**src/rtl/seq_detector_if.sv**
```systemverilog
// seq_detector_if: stream, configuration and status signals of the serial
// sequence detector, bundled so the detector and its driver share one port.
//
//   valid_i     stream bit qualifier
//   in_i        serial data bit
//   clr_i       clear history, fill and match counter
//   cfg_we_i    configuration write strobe
//   pattern_i   new pattern (bit len-1 = first-received, bit 0 = last)
//   len_i       new pattern length (1..PAT_W accepted)
//   overlap_i   new mode: 1 = overlapping, 0 = non-overlapping
//   match_o     one-cycle pulse per detected match
//   match_cnt_o saturating match count
//   cfg_err_o   one-cycle pulse on a rejected configuration write
interface seq_detector_if #(
  parameter int PAT_W   = 8,
  parameter int COUNT_W = 8
);
  localparam int LEN_W = $clog2(PAT_W + 1);

  logic               valid_i;
  logic               in_i;
  logic               clr_i;
  logic               cfg_we_i;
  logic [PAT_W-1:0]   pattern_i;
  logic [LEN_W-1:0]   len_i;
  logic               overlap_i;
  logic               match_o;
  logic [COUNT_W-1:0] match_cnt_o;
  logic               cfg_err_o;

  // master drives the stream and configuration, slave is the detector
  modport master (
    output valid_i, in_i, clr_i, cfg_we_i, pattern_i, len_i, overlap_i,
    input  match_o, match_cnt_o, cfg_err_o
  );

  modport slave (
    input  valid_i, in_i, clr_i, cfg_we_i, pattern_i, len_i, overlap_i,
    output match_o, match_cnt_o, cfg_err_o
  );
endinterface

```
**src/rtl/seq_detector.sv**
```systemverilog
// seq_detector: flags every occurrence of a run-time programmable bit
// pattern (length 1..PAT_W) in a qualified serial stream, with selectable
// overlapping / non-overlapping matching and a saturating match counter.
//
// Ports:
//   clk_i  rising-edge clock
//   rst_i  synchronous active-high reset
//   bus    seq_detector_if.slave (stream in, config in, status out)
// All outputs are registered; a match whose final bit is sampled at edge N
// is visible on match_o / match_cnt_o during cycle N+1.
module seq_detector #(
  parameter int               PAT_W       = 8,
  parameter int               COUNT_W     = 8,
  parameter logic [PAT_W-1:0] RST_PATTERN = 8'h0B,
  parameter int               RST_LEN     = 4,
  parameter logic             RST_OVERLAP = 1'b1
) (
  input  logic          clk_i,
  input  logic          rst_i,
  seq_detector_if.slave bus
);
  localparam int LEN_W = $clog2(PAT_W + 1);

  logic [PAT_W-1:0]   hist_reg;
  logic [LEN_W-1:0]   fill_reg;
  logic [PAT_W-1:0]   cfg_pat_reg;
  logic [LEN_W-1:0]   cfg_len_reg;
  logic               cfg_ovl_reg;
  logic [COUNT_W-1:0] count_reg;
  logic               match_reg;
  logic               cfg_err_reg;

  logic [PAT_W-1:0]   hist_next;
  logic [LEN_W-1:0]   fill_next;
  logic [PAT_W-1:0]   len_mask;
  logic               len_ok;
  logic               match_hit;

  // Compare mask: only the low cfg_len bits of history/pattern take part.
  generate
    for (genvar gi = 0; gi < PAT_W; gi++) begin : g_mask
      assign len_mask[gi] = (cfg_len_reg > LEN_W'(gi));
    end
  endgenerate

  assign hist_next = {hist_reg[PAT_W-2:0], bus.in_i};
  assign fill_next = (fill_reg == LEN_W'(PAT_W)) ? fill_reg : fill_reg + 1'b1;
  assign len_ok    = (bus.len_i != '0) && (bus.len_i <= LEN_W'(PAT_W));

  // fill guards against stale history (zeros after clear) forming a match.
  assign match_hit = (fill_next >= cfg_len_reg) &&
                     (((hist_next ^ cfg_pat_reg) & len_mask) == '0);

  always_ff @(posedge clk_i) begin
    if (rst_i) begin
      hist_reg    <= '0;
      fill_reg    <= '0;
      cfg_pat_reg <= RST_PATTERN;
      cfg_len_reg <= LEN_W'(RST_LEN);
      cfg_ovl_reg <= RST_OVERLAP;
      count_reg   <= '0;
      match_reg   <= 1'b0;
      cfg_err_reg <= 1'b0;
    end else begin
      match_reg   <= 1'b0;
      cfg_err_reg <= 1'b0;
      if (bus.clr_i) begin
        hist_reg  <= '0;
        fill_reg  <= '0;
        count_reg <= '0;
      end else if (bus.cfg_we_i && len_ok) begin
        // New config starts from an empty history; the count survives.
        cfg_pat_reg <= bus.pattern_i;
        cfg_len_reg <= bus.len_i;
        cfg_ovl_reg <= bus.overlap_i;
        hist_reg    <= '0;
        fill_reg    <= '0;
      end else begin
        // A rejected config write does not consume the stream bit.
        if (bus.cfg_we_i) begin
          cfg_err_reg <= 1'b1;
        end
        if (bus.valid_i) begin
          hist_reg <= hist_next;
          if (match_hit) begin
            match_reg <= 1'b1;
            if (count_reg != '1) begin
              count_reg <= count_reg + 1'b1;
            end
            // Non-overlap: matched bits may not seed the next match.
            fill_reg <= cfg_ovl_reg ? fill_next : '0;
          end else begin
            fill_reg <= fill_next;
          end
        end
      end
    end
  end

  assign bus.match_o     = match_reg;
  assign bus.match_cnt_o = count_reg;
  assign bus.cfg_err_o   = cfg_err_reg;
endmodule

```
**src/flat_wrapper.sv**
```systemverilog
// flat-port wrapper written by rule: the top's interface ports become plain ports
module seq_detector_flat 
#(
  parameter int               PAT_W       = 8,
  parameter int               COUNT_W     = 8,
  parameter logic [PAT_W-1:0] RST_PATTERN = 8'h0B,
  parameter int               RST_LEN     = 4,
  parameter logic             RST_OVERLAP = 1'b1
)
  (clk_i, rst_i, bus_valid_i, bus_in_i, bus_clr_i, bus_cfg_we_i, bus_pattern_i, bus_len_i, bus_overlap_i, bus_match_o, bus_match_cnt_o, bus_cfg_err_o);
  seq_detector_if #(.PAT_W(PAT_W), .COUNT_W(COUNT_W)) bus_i ();
  input  logic clk_i;
  input  logic rst_i;
  input wire logic [$bits(bus_i.valid_i)-1:0] bus_valid_i;
  input wire logic [$bits(bus_i.in_i)-1:0] bus_in_i;
  input wire logic [$bits(bus_i.clr_i)-1:0] bus_clr_i;
  input wire logic [$bits(bus_i.cfg_we_i)-1:0] bus_cfg_we_i;
  input wire logic [$bits(bus_i.pattern_i)-1:0] bus_pattern_i;
  input wire logic [$bits(bus_i.len_i)-1:0] bus_len_i;
  input wire logic [$bits(bus_i.overlap_i)-1:0] bus_overlap_i;
  output wire logic [$bits(bus_i.match_o)-1:0] bus_match_o;
  output wire logic [$bits(bus_i.match_cnt_o)-1:0] bus_match_cnt_o;
  output wire logic [$bits(bus_i.cfg_err_o)-1:0] bus_cfg_err_o;
  assign bus_i.valid_i = bus_valid_i;
  assign bus_i.in_i = bus_in_i;
  assign bus_i.clr_i = bus_clr_i;
  assign bus_i.cfg_we_i = bus_cfg_we_i;
  assign bus_i.pattern_i = bus_pattern_i;
  assign bus_i.len_i = bus_len_i;
  assign bus_i.overlap_i = bus_overlap_i;
  assign bus_match_o = bus_i.match_o;
  assign bus_match_cnt_o = bus_i.match_cnt_o;
  assign bus_cfg_err_o = bus_i.cfg_err_o;
  seq_detector #(.PAT_W(PAT_W), .COUNT_W(COUNT_W), .RST_PATTERN(RST_PATTERN), .RST_LEN(RST_LEN), .RST_OVERLAP(RST_OVERLAP)) u_core (.clk_i(clk_i), .rst_i(rst_i), .bus(bus_i));
endmodule
```
**config.mk**
```make
export PLATFORM = sky130hd
export DESIGN_NAME = seq_detector_flat
export DESIGN_NICKNAME = d
export VERILOG_FILES = /design/src/rtl/seq_detector_if.sv /design/src/rtl/seq_detector.sv /design/src/flat_wrapper.sv
export SDC_FILE = /design/constraint.sdc
export NUM_CORES = 1
export LEC_CHECK = 0
export ABC_AREA = 0
export CORE_MARGIN = 1
export CORE_UTILIZATION = 55
export CTS_CLUSTER_DIAMETER = 40
export DETAILED_ROUTE_END_ITERATION = 16
export PLACE_DENSITY_LB_ADDON = 0.2
export SLEW_MARGIN = 20
export SYNTH_ARGS = -nofsm -noshare
export SYNTH_HDL_FRONTEND = slang
export SYNTH_SLANG_ARGS = --single-unit
```
**constraint.sdc**
```tcl
create_clock -name clk_i -period 6.3 [get_ports clk_i]
set_clock_uncertainty 0.05 [all_clocks]
set_input_delay 0.945 -clock clk_i [delete_from_list [all_inputs] [get_ports clk_i]]
set_output_delay 0.945 -clock clk_i [all_outputs]
set_load 0.03 [all_outputs]
```
==> results.cfg <==
[power_and_ir_drop]
max-vdd-ir-drop_mv = 0.1485
p_leak_nw = 0.7060
p_per_area_nw_per_um2 = 182.3

[logic_synthesis]
syn_nets = 219
postSynthAreaPerCell_um2 = 9.063
synth_top_area_frac = 0.3891
ys_warn_count = 0
synth_edf_count = 0
synth_seq_cells = 34
ys.flop_type = dfxtp_1
async_flop_share = 0
synth.distinct_cells = 37
netlist_instances = 193
synth_area_leaders = dfxtp_1 39%, mux2i_1 8.0%, xnor2_1 5.5%
yosysTopAreaCell = dfxtp_1
synth_seq_area_share = 0.3891
syn-cell-area_um2 = 1749

[die]
die-height_um = 58.40
dieArea_um2 = 3410
die_w_um = 58.40
core_um2 = 3028
fp-row-count = 20
initial_core_util = 0.5777
ios = 29

[detailed_routing]
drcViolationCount = 0
postRouteAntennaNets = 0
drt-total-wl_um = 3667
drt_pre_antenna_iters = 5
wl_per_cell_um = 13.89
vias_per_cell = 5.693
num_vias = 1503
initialDrtViolationCount = 57

[global_route]
grt_usage = 0.2402
met3_usage = 0.05495
grt_use_met2 = 0.4204
grt_pass1_vias = 1401
top_usage_layer = met2
met1_usage = 0.2559
grt_pass1_wl_um = 6023
grt_max_degree = 20
grt_overflow = 0
antenna_found_initial = 0

[cells_and_area]
fillCellCount = 252
fin_area_um2 = 2077
num_antenna_cells = 0
drive_above_1_share = 0.06364
layout_common_cells = 34 x dfxtp_1, 28 x clkdlybuf4s50_1, 25 x nor2_1
area_growth_pct = 18.74
final_cells = 264
nets = 246
final_common_cell = dfxtp_1

[place]
dpl-instance-area_um2 = 2032
gp_congestion = 0.8600
dp_hpwl_um = 2765
dp_cells = 257
io_buffers = 28

[timing]
fin_tns_setup_ns = 0
rsz0062_at_grt = false
period_share = 0.5211
worst_pin_slew_ns = 0.6988
fin_hold_ws_ns = 0.4675
slew_violations = 0
max_slew_margin = 0.5327
fmax_mhz = 304.6
hold_viol = 0
setup_viol = 0
min_period_ns = 3.283

[clocking]
cts.path.max_buffers = 2
clock_sinks = 34
post_cts_resized = 0
cts_tree = built
cts_buffers = 5
ctsRootBufferMaster = clkbuf_4
clkTransAtPathRegs_ns = 0.10
ctsHoldBuffers = 0
post_cts_buffers = 0
htreeDepth = 2
clk_latency_ns = 0.34

[worst_hold_path]
hold_path_class = reg -> reg

[worst_setup_path]
cp.buffers_inverters = 1
cp.arrival_ns = 3.51
crit_chain = inv_1 -> ha_1 -> nand2_1 -> nor2_1 -> nor2_1 -> ha_1 -> o21a_1 -> nor2_1 -> or4_4 -> or4_4 -> or3_1 -> a21oi_1
critPathMaxStageDelay_ns = 0.66
critPathMaxFanout = 16
startpoint_type = flip-flop
worstSetupEndpointType = flip-flop
critPathMostFrequentCell = nor2_1
slowest_stage = or4_4
crit_type = reg -> reg
crit_family = simple AND/OR/NAND/NOR gates
critPathRequiredTime_ns = 6.52

[status]
status = completed

[run]
cap_violations = 0
worst reg2reg max path, cell delays in order (launching register included):
cell and delay (ns):
dfxtp_1 0.36, inv_1 0.12, ha_1 0.15, nand2_1 0.07, nor2_1 0.23, nor2_1 0.12
ha_1 0.28, o21a_1 0.10, nor2_1 0.03, or4_4 0.52, or4_4 0.66, or3_1 0.38
a21oi_1 0.14
metal layers:
| metal | share of wire | vias to the layer above |
|---|---|---|
| met5 | 0 | - |
| met1 | 0.42 | 697 |
| met4 | 0.031 | 0 |
| li1 | - | 748 |
| met2 | 0.51 | 45 |
| met3 | 0.041 | 13 |
through the flow:
step                power, mW  setup slack [ns]  utilization
floorplan              0.2552             3.243            -
global placement       0.2705             3.003       0.6711
detailed placement     0.2723             2.911       0.6711
CTS                    0.3812             3.026       0.6860
global route           0.3955             2.799       0.6860
finish                 0.3786             3.017       0.6860
Yosys cell counts (5+ instances only):
cell type	instances
dfxtp_1	34
nor2_1	25
a21oi_1	14
mux2i_1	14
xnor2_1	11
o21ai_0	9
ha_1	7
nand3_1	7
or3_1	7
inv_1	6
a211o_1	5
clkbuf_1	5
nand2b_1	5
nand4_1	5
worst paths after layout:
check | startpoint | to | slack (ns) | depth (start not counted)
setup / recovery | u_core.fill_reg[0] | u_core.bus.match_cnt_o[5] | 3.02 | 12
hold / removal | u_core.bus.match_cnt_o[6] | u_core.bus.match_cnt_o[6] | 0.47 | 2
setup reg to reg | u_core.fill_reg[0] | u_core.bus.match_cnt_o[5] | 3.02 | 12
hold reg to reg | u_core.bus.match_cnt_o[6] | u_core.bus.match_cnt_o[6] | 0.47 | 2
final cells by class:
| cell class | instances | area [µm²] | area share |
|---|---|---|---|
| inverters | 6 | 22.52 | 0.01084 |
| multi-input cells | 144 | 985.9 | 0.4747 |
| clock buffers | 7 | 45.04 | 0.02169 |
| flip-flops and latches | 34 | 680.7 | 0.3277 |
| well taps | 44 | 55.05 | 0.02651 |
| repair buffers | 29 | 287.8 | 0.1386 |
cell families after synthesis:
logic type,after synthesis,synth area share
flip-flops,34,0.3891
AND/OR/NAND/NOR,73,0.2232
buffers and inverters,15,0.04721
adder cells (fa/ha/maj),7,0.05007
multiplexers,14,0.08011
XOR/XNOR,11,0.05508
AO/OA/AOI/OAI,39,0.1552
report_power, final:
part / internal [mW] / switching [mW] / leakage [nW] / total [mW]
combinational: 0.0239 / 0.0193 / 0.405 / 0.0431
sequential: 0.219 / 0.00498 / 0.276 / 0.224
clock: 0.0420 / 0.0690 / 0.0254 / 0.111
No activity file was read; power rests on OpenSTA's default activity.
